==> src/rtl/multicycle_main_control.sv <==
// Multi-cycle main control FSM for the 16-bit CPU.
// Walks each instruction through fetch/decode/execute/memory/writeback and
// drives the datapath enables, mux selects and the 2-bit ALUOp consumed by
// the ALU control decoder. Fetch and memory states stretch on mem_ready.
//
// Ports:
//   clk, rst_n      clock (rising edge), asynchronous active-low reset
//   Opcode          instruction register bits [15:12]
//   mem_ready       memory completes the current access this cycle
//   ALUOp           00 add, 01 sub (BEQ), 10 R-format, 11 I-format
//   ALUSrcA/B       ALU operand selects
//   IorD            memory address select (0 = PC, 1 = ALUOut)
//   MemRead/MemWrite/IRWrite/PCWrite/PCWriteCond  datapath enables
//   PCSource        00 ALU result, 01 ALUOut, 10 jump target
//   RegDst/RegWrite/MemtoReg  register file controls
//   illegal_op      one-cycle pulse in DECODE on an undefined opcode
//   state_o         current state encoding
module multicycle_main_control (
    input  logic       clk,
    input  logic       rst_n,
    input  logic [3:0] Opcode,
    input  logic       mem_ready,
    output logic [1:0] ALUOp,
    output logic       ALUSrcA,
    output logic [1:0] ALUSrcB,
    output logic       IorD,
    output logic       MemRead,
    output logic       MemWrite,
    output logic       IRWrite,
    output logic       PCWrite,
    output logic       PCWriteCond,
    output logic [1:0] PCSource,
    output logic       RegDst,
    output logic       RegWrite,
    output logic       MemtoReg,
    output logic       illegal_op,
    output logic [3:0] state_o
);

    localparam logic [1:0] PC_INC_SEL = 2'b01;
    localparam logic [1:0] OFFSET_SEL = 2'b10;

    localparam logic [3:0] S_IDLE     = 4'd0;
    localparam logic [3:0] S_FETCH    = 4'd1;
    localparam logic [3:0] S_DECODE   = 4'd2;
    localparam logic [3:0] S_EXEC_R   = 4'd3;
    localparam logic [3:0] S_EXEC_I   = 4'd4;
    localparam logic [3:0] S_MEM_ADDR = 4'd5;
    localparam logic [3:0] S_MEM_RD   = 4'd6;
    localparam logic [3:0] S_MEM_WR   = 4'd7;
    localparam logic [3:0] S_WB_R     = 4'd8;
    localparam logic [3:0] S_WB_I     = 4'd9;
    localparam logic [3:0] S_WB_MEM   = 4'd10;
    localparam logic [3:0] S_BRANCH   = 4'd11;
    localparam logic [3:0] S_JUMP     = 4'd12;

    localparam logic [3:0] OP_LW = 4'b1100;

    logic [3:0] state_q;
    logic [3:0] state_d;

    // State register; reset forces IDLE, which in turn zeroes every output.
    always_ff @(posedge clk or negedge rst_n) begin
        if (!rst_n) begin
            state_q <= S_IDLE;
        end else begin
            state_q <= state_d;
        end
    end

    // Next state and control outputs, all decoded from the current state.
    always_comb begin
        state_d     = state_q;
        ALUOp       = 2'b00;
        ALUSrcA     = 1'b0;
        ALUSrcB     = 2'b00;
        IorD        = 1'b0;
        MemRead     = 1'b0;
        MemWrite    = 1'b0;
        IRWrite     = 1'b0;
        PCWrite     = 1'b0;
        PCWriteCond = 1'b0;
        PCSource    = 2'b00;
        RegDst      = 1'b0;
        RegWrite    = 1'b0;
        MemtoReg    = 1'b0;
        illegal_op  = 1'b0;

        case (state_q)
            S_IDLE: state_d = S_FETCH;

            S_FETCH: begin
                MemRead = 1'b1;
                ALUSrcB = PC_INC_SEL;
                // IR load and PC increment only on the cycle memory delivers.
                IRWrite = mem_ready;
                PCWrite = mem_ready;
                if (mem_ready) state_d = S_DECODE;
            end

            S_DECODE: begin
                // Branch target precompute: PC + sign-extended offset.
                ALUSrcB = OFFSET_SEL;
                case (Opcode)
                    4'b0000, 4'b0001, 4'b0010: state_d = S_EXEC_R;
                    4'b1001, 4'b1010, 4'b1011: state_d = S_EXEC_I;
                    4'b1100, 4'b1101:          state_d = S_MEM_ADDR;
                    4'b0100:                   state_d = S_BRANCH;
                    4'b0101:                   state_d = S_JUMP;
                    default: begin
                        // Undefined opcode retires as a NOP.
                        illegal_op = 1'b1;
                        state_d    = S_FETCH;
                    end
                endcase
            end

            S_EXEC_R: begin
                ALUSrcA = 1'b1;
                ALUOp   = 2'b10;
                state_d = S_WB_R;
            end

            S_EXEC_I: begin
                ALUSrcA = 1'b1;
                ALUSrcB = OFFSET_SEL;
                ALUOp   = 2'b11;
                state_d = S_WB_I;
            end

            S_MEM_ADDR: begin
                ALUSrcA = 1'b1;
                ALUSrcB = OFFSET_SEL;
                state_d = (Opcode == OP_LW) ? S_MEM_RD : S_MEM_WR;
            end

            S_MEM_RD: begin
                MemRead = 1'b1;
                IorD    = 1'b1;
                if (mem_ready) state_d = S_WB_MEM;
            end

            S_MEM_WR: begin
                MemWrite = 1'b1;
                IorD     = 1'b1;
                if (mem_ready) state_d = S_FETCH;
            end

            S_WB_R: begin
                RegWrite = 1'b1;
                RegDst   = 1'b1;
                state_d  = S_FETCH;
            end

            S_WB_I: begin
                RegWrite = 1'b1;
                state_d  = S_FETCH;
            end

            S_WB_MEM: begin
                RegWrite = 1'b1;
                MemtoReg = 1'b1;
                state_d  = S_FETCH;
            end

            S_BRANCH: begin
                ALUSrcA     = 1'b1;
                ALUOp       = 2'b01;
                PCWriteCond = 1'b1;
                PCSource    = 2'b01;
                state_d     = S_FETCH;
            end

            S_JUMP: begin
                PCWrite  = 1'b1;
                PCSource = 2'b10;
                state_d  = S_FETCH;
            end

            // Encodings 13-15 are unreachable; recover with outputs quiet.
            default: state_d = S_FETCH;
        endcase
    end

    assign state_o = state_q;

endmodule

==> config.mk <==
export PLATFORM = sky130hd
export DESIGN_NAME = multicycle_main_control
export DESIGN_NICKNAME = d
export VERILOG_FILES = /design/src/rtl/multicycle_main_control.sv
export SDC_FILE = /design/constraint.sdc
export NUM_CORES = 1
export LEC_CHECK = 0
export CAP_MARGIN = 15
export CELL_PAD_IN_SITES_DETAIL_PLACEMENT = 1
export CELL_PAD_IN_SITES_GLOBAL_PLACEMENT = 2
export CORE_AREA = 2 2 45 47
export CTS_BUF_LIST = sky130_fd_sc_hd__clkbuf_16
export CTS_CLUSTER_SIZE = 24
export DETAILED_ROUTE_END_ITERATION = 10
export DIE_AREA = 0 0 47 49
export DONT_BUFFER_PORTS = 1
export GPL_ROUTABILITY_DRIVEN = 1
export GPL_TIMING_DRIVEN = 0
export PLACE_DENSITY = 0.79
export REMOVE_ABC_BUFFERS = 1
export SYNTH_ARGS = -nofsm -noshare
export SYNTH_HDL_FRONTEND = slang
export SYNTH_SLANG_ARGS = --single-unit
==> constraint.sdc <==
create_clock -name clk -period 2 [get_ports clk]
set_input_delay 0.2 -clock clk [delete_from_list [all_inputs] [get_ports clk]]
set_output_delay 0.2 -clock clk [all_outputs]
set_load 0.02 [all_outputs]
==> flow_summary.json <==
{
  "dp_slack_ns": -0.457,
  "worst_slew_pin_slew_ns": 0.676,
  "drv_cap": 0,
  "setup_viol": 0,
  "timing.final.ws_setup_ns": 0.0905,
  "ys_ff_latch": 4,
  "cts_sinks": 4,
  "clk_latency_ns": 0.23,
  "holdWs_ns": 0.211,
  "synthDistinctLibCells": 31,
  "synth-edff-count": 0,
  "antenna_found_initial": 0,
  "cts_buffers": 3,
  "regArea_um2": 108,
  "grt_pass1_wl_mm": 2.01,
  "power.leakage_nw": 0.229,
  "area_delta_synth_final_pct": 26.7,
  "worstPathCellList": "nand2_1, nor2_1, a31o_2",
  "ir_drop_uv": 879,
  "worstPathRequired_ns": 1.80,
  "num-fill-cells": 234,
  "status": "complete, no violations",
  "largest_register_ff_count": 4,
  "yosysWarnings": 0,
  "clkTransAtPathRegs_ns": 0.03,
  "skew_ns": 0.00441,
  "max_stage_delay_ns": 0.62,
  "drtIter0Drc": 9,
  "post_cts_buffers": 0,
  "dp_hpwl_um": 915,
  "grt_max_degree": 22,
  "core_um2": 1840,
  "row_count": 16,
  "portBuffers": 0,
  "multi_input_area_um2": 389,
  "switching_share_pct": 47.4,
  "internal-power_mw": 0.545,
  "final_layout_size_suffix_gt1_share_pct": 22.4,
  "end_kind": "primary output",
  "insertedDiodeCount": 0,
  "setup.worst_path.start": "state_o[1]",
  "cts_tree": "yes",
  "seqPwrFrac_pct": 27.8,
  "crit_fanout": 21,
  "cp.arrival_ns": 1.71,
  "relSlewSlack_pct": 54.8,
  "min_period_over_period_pct": 95.5,
  "via_per_inst": 5.50,
  "ioPinCount": 28,
  "cts_max_level": 1,
  "grt_pass1_vias": 444,
  "fp.dieH_um": 49,
  "async_flop_share_pct": 100,
  "avgSynthCellArea_um2": 7.13,
  "power_switching_mw": 0.491,
  "grt.total_usage_pct": 12.2,
  "drt_wl_total_mm": 1.44,
  "ant_nets": 0,
  "overflow": 0,
  "drv_slew": 0,
  "hold_class": "input port to flop",
  "dieArea_um2": 2300,
  "drcViolationCount": 0,
  "drt_pass1_iterations": 2,
  "crit_family": "flip-flops",
  "critPathLaunchType": "flop",
  "fmax_mhz": 524,
  "hold_viol": 0,
  "vias": 517,
  "wl_per_cell_um": 15.4,
  "critPathSlowestCell": "dfrtp_2",
  "die-width_um": 47,
  "r2r-start": "state_o[1]",
  "place.gp.congestion": 0.673,
  "pwr-share-comb_pct": 41.1,
  "rrSetupSlack_ns": 0.11,
  "seq_area_frac_synth_pct": 20.4,
  "critPathKind": "flop to primary output",
  "layout.nets": 76,
  "rsz0062_at_grt": "no",
  "tns_ns": 0,
  "clock_path_buffers": 2,
  "synthesis.area_um2": 492,
  "power_density_nw_per_um2": 1660,
  "crit_buf_inv": 0,
  "clkPwrFrac_pct": 31.0,
  "root_buffer": "clkbuf_16",
  "syn_inst": 69,
  "synth_ff_type": "dfrtp_1",
  "finalCriticalPeriod_ns": 1.91,
  "hold_start": "mem_ready",
  "start_util_pct": 26.7
}
==> cells in the final DEF, fill, tap and decap left out, drive strengths merged, types with 2 or more instances in the layout <==
| master | n |
|---|---|
| nand2b | 5 |
| nand3 | 2 |
| or3 | 2 |
| clkbuf | 3 |
| a211o | 2 |
| nand2 | 2 |
| a21oi | 5 |
| inv | 2 |
| o21ai | 5 |
| dfrtp | 4 |
| nor2 | 8 |
| nor2b | 4 |
| and3 | 2 |
| nor3b | 2 |
| nor3 | 2 |
==> worst paths after layout <==
| kind | end | cells after the start |
|---|---|---|
| max in group asynchronous | state_o[2] | 1 |
| max reg2reg | state_o[1] | 3 |
| min in group asynchronous | state_o[1] | 1 |
| min reg2reg | state_o[1] | 1 |
| max | ALUOp[0] | 3 |
| min | state_o[2] | 2 |
==> synth_stat cells, drive strengths merged (4+ instances only) <==
library cell / n / share of area (%)
o21ai: 5 / 5.1
nand2b: 5 / 6.4
nor2b: 4 / 5.1
a21oi: 5 / 5.1
clkbuf: 6 / 4.6
dfrtp: 4 / 20
nor2: 8 / 6.1
==> metrics by stage <==
stage	area [µm²]	power, mW	instances	util [%]
after global placement	503	0.644	90	27.3
after global routing	623	1.09	94	33.8
final	623	1.04	94	33.8
after floorplan	469	0.575	63	-
after detailed placement	503	0.650	90	27.3
after CTS	609	1.02	94	33.1
==> worst reg2reg max path: stages, from the launching register on <==
cell and delay, ns:
dfrtp_2 0.62, or4b_4 0.55, or3_1 0.39, a31oi_1 0.23
==> repair_timing <==
item	in CTS	in global routing
pin swaps	1	1
resized for setup	7	5
cloned	0	0
hold endpoints to repair	4	0
hold buffers	1	0
setup endpoints to repair	9	3
==> power by group through the flow <==
stage | sequential, mW | combinational, mW | clock, mW
after detailed placement | 0.266 | 0.384 | 0
final | 0.288 | 0.426 | 0.321
after floorplan | 0.230 | 0.344 | 0
after CTS | 0.283 | 0.411 | 0.325
after global routing | 0.303 | 0.462 | 0.328
after global placement | 0.264 | 0.380 | 0
==> kinds of logic (layout without fill, tap and decap cells) <==
group	after synthesis	in the layout	share of synthesized area [%]
compound gates	19	19	25.4
fa+ha+maj	1	1	2.04
buf+inv	8	6	6.11
flops	4	4	20.4
simple gates	37	37	46.1
==> layer usage <==
layer | part of all wire, % | wire length, µm | global-route usage (%) | vias to the layer above
met4 | 1.9 | 28 | 5.56 | 0
met3 | 9.1 | 131 | 3.70 | 2
met5 | 0 | 0 | 0 | -
met2 | 42 | 604 | 16.9 | 26
met1 | 47 | 679 | 16.8 | 240
li1 | - | - | - | 249
==> cell type report <==
type / instances / area share (%)
multi-input cells: 57 / 62.4
flip-flops and latches: 4 / 17.3
clock buffers: 3 / 12.0
well taps: 27 / 5.42
repair buffers: 1 / 1.61
inverters: 2 / 1.20
(Power assumes the default switching activity.)
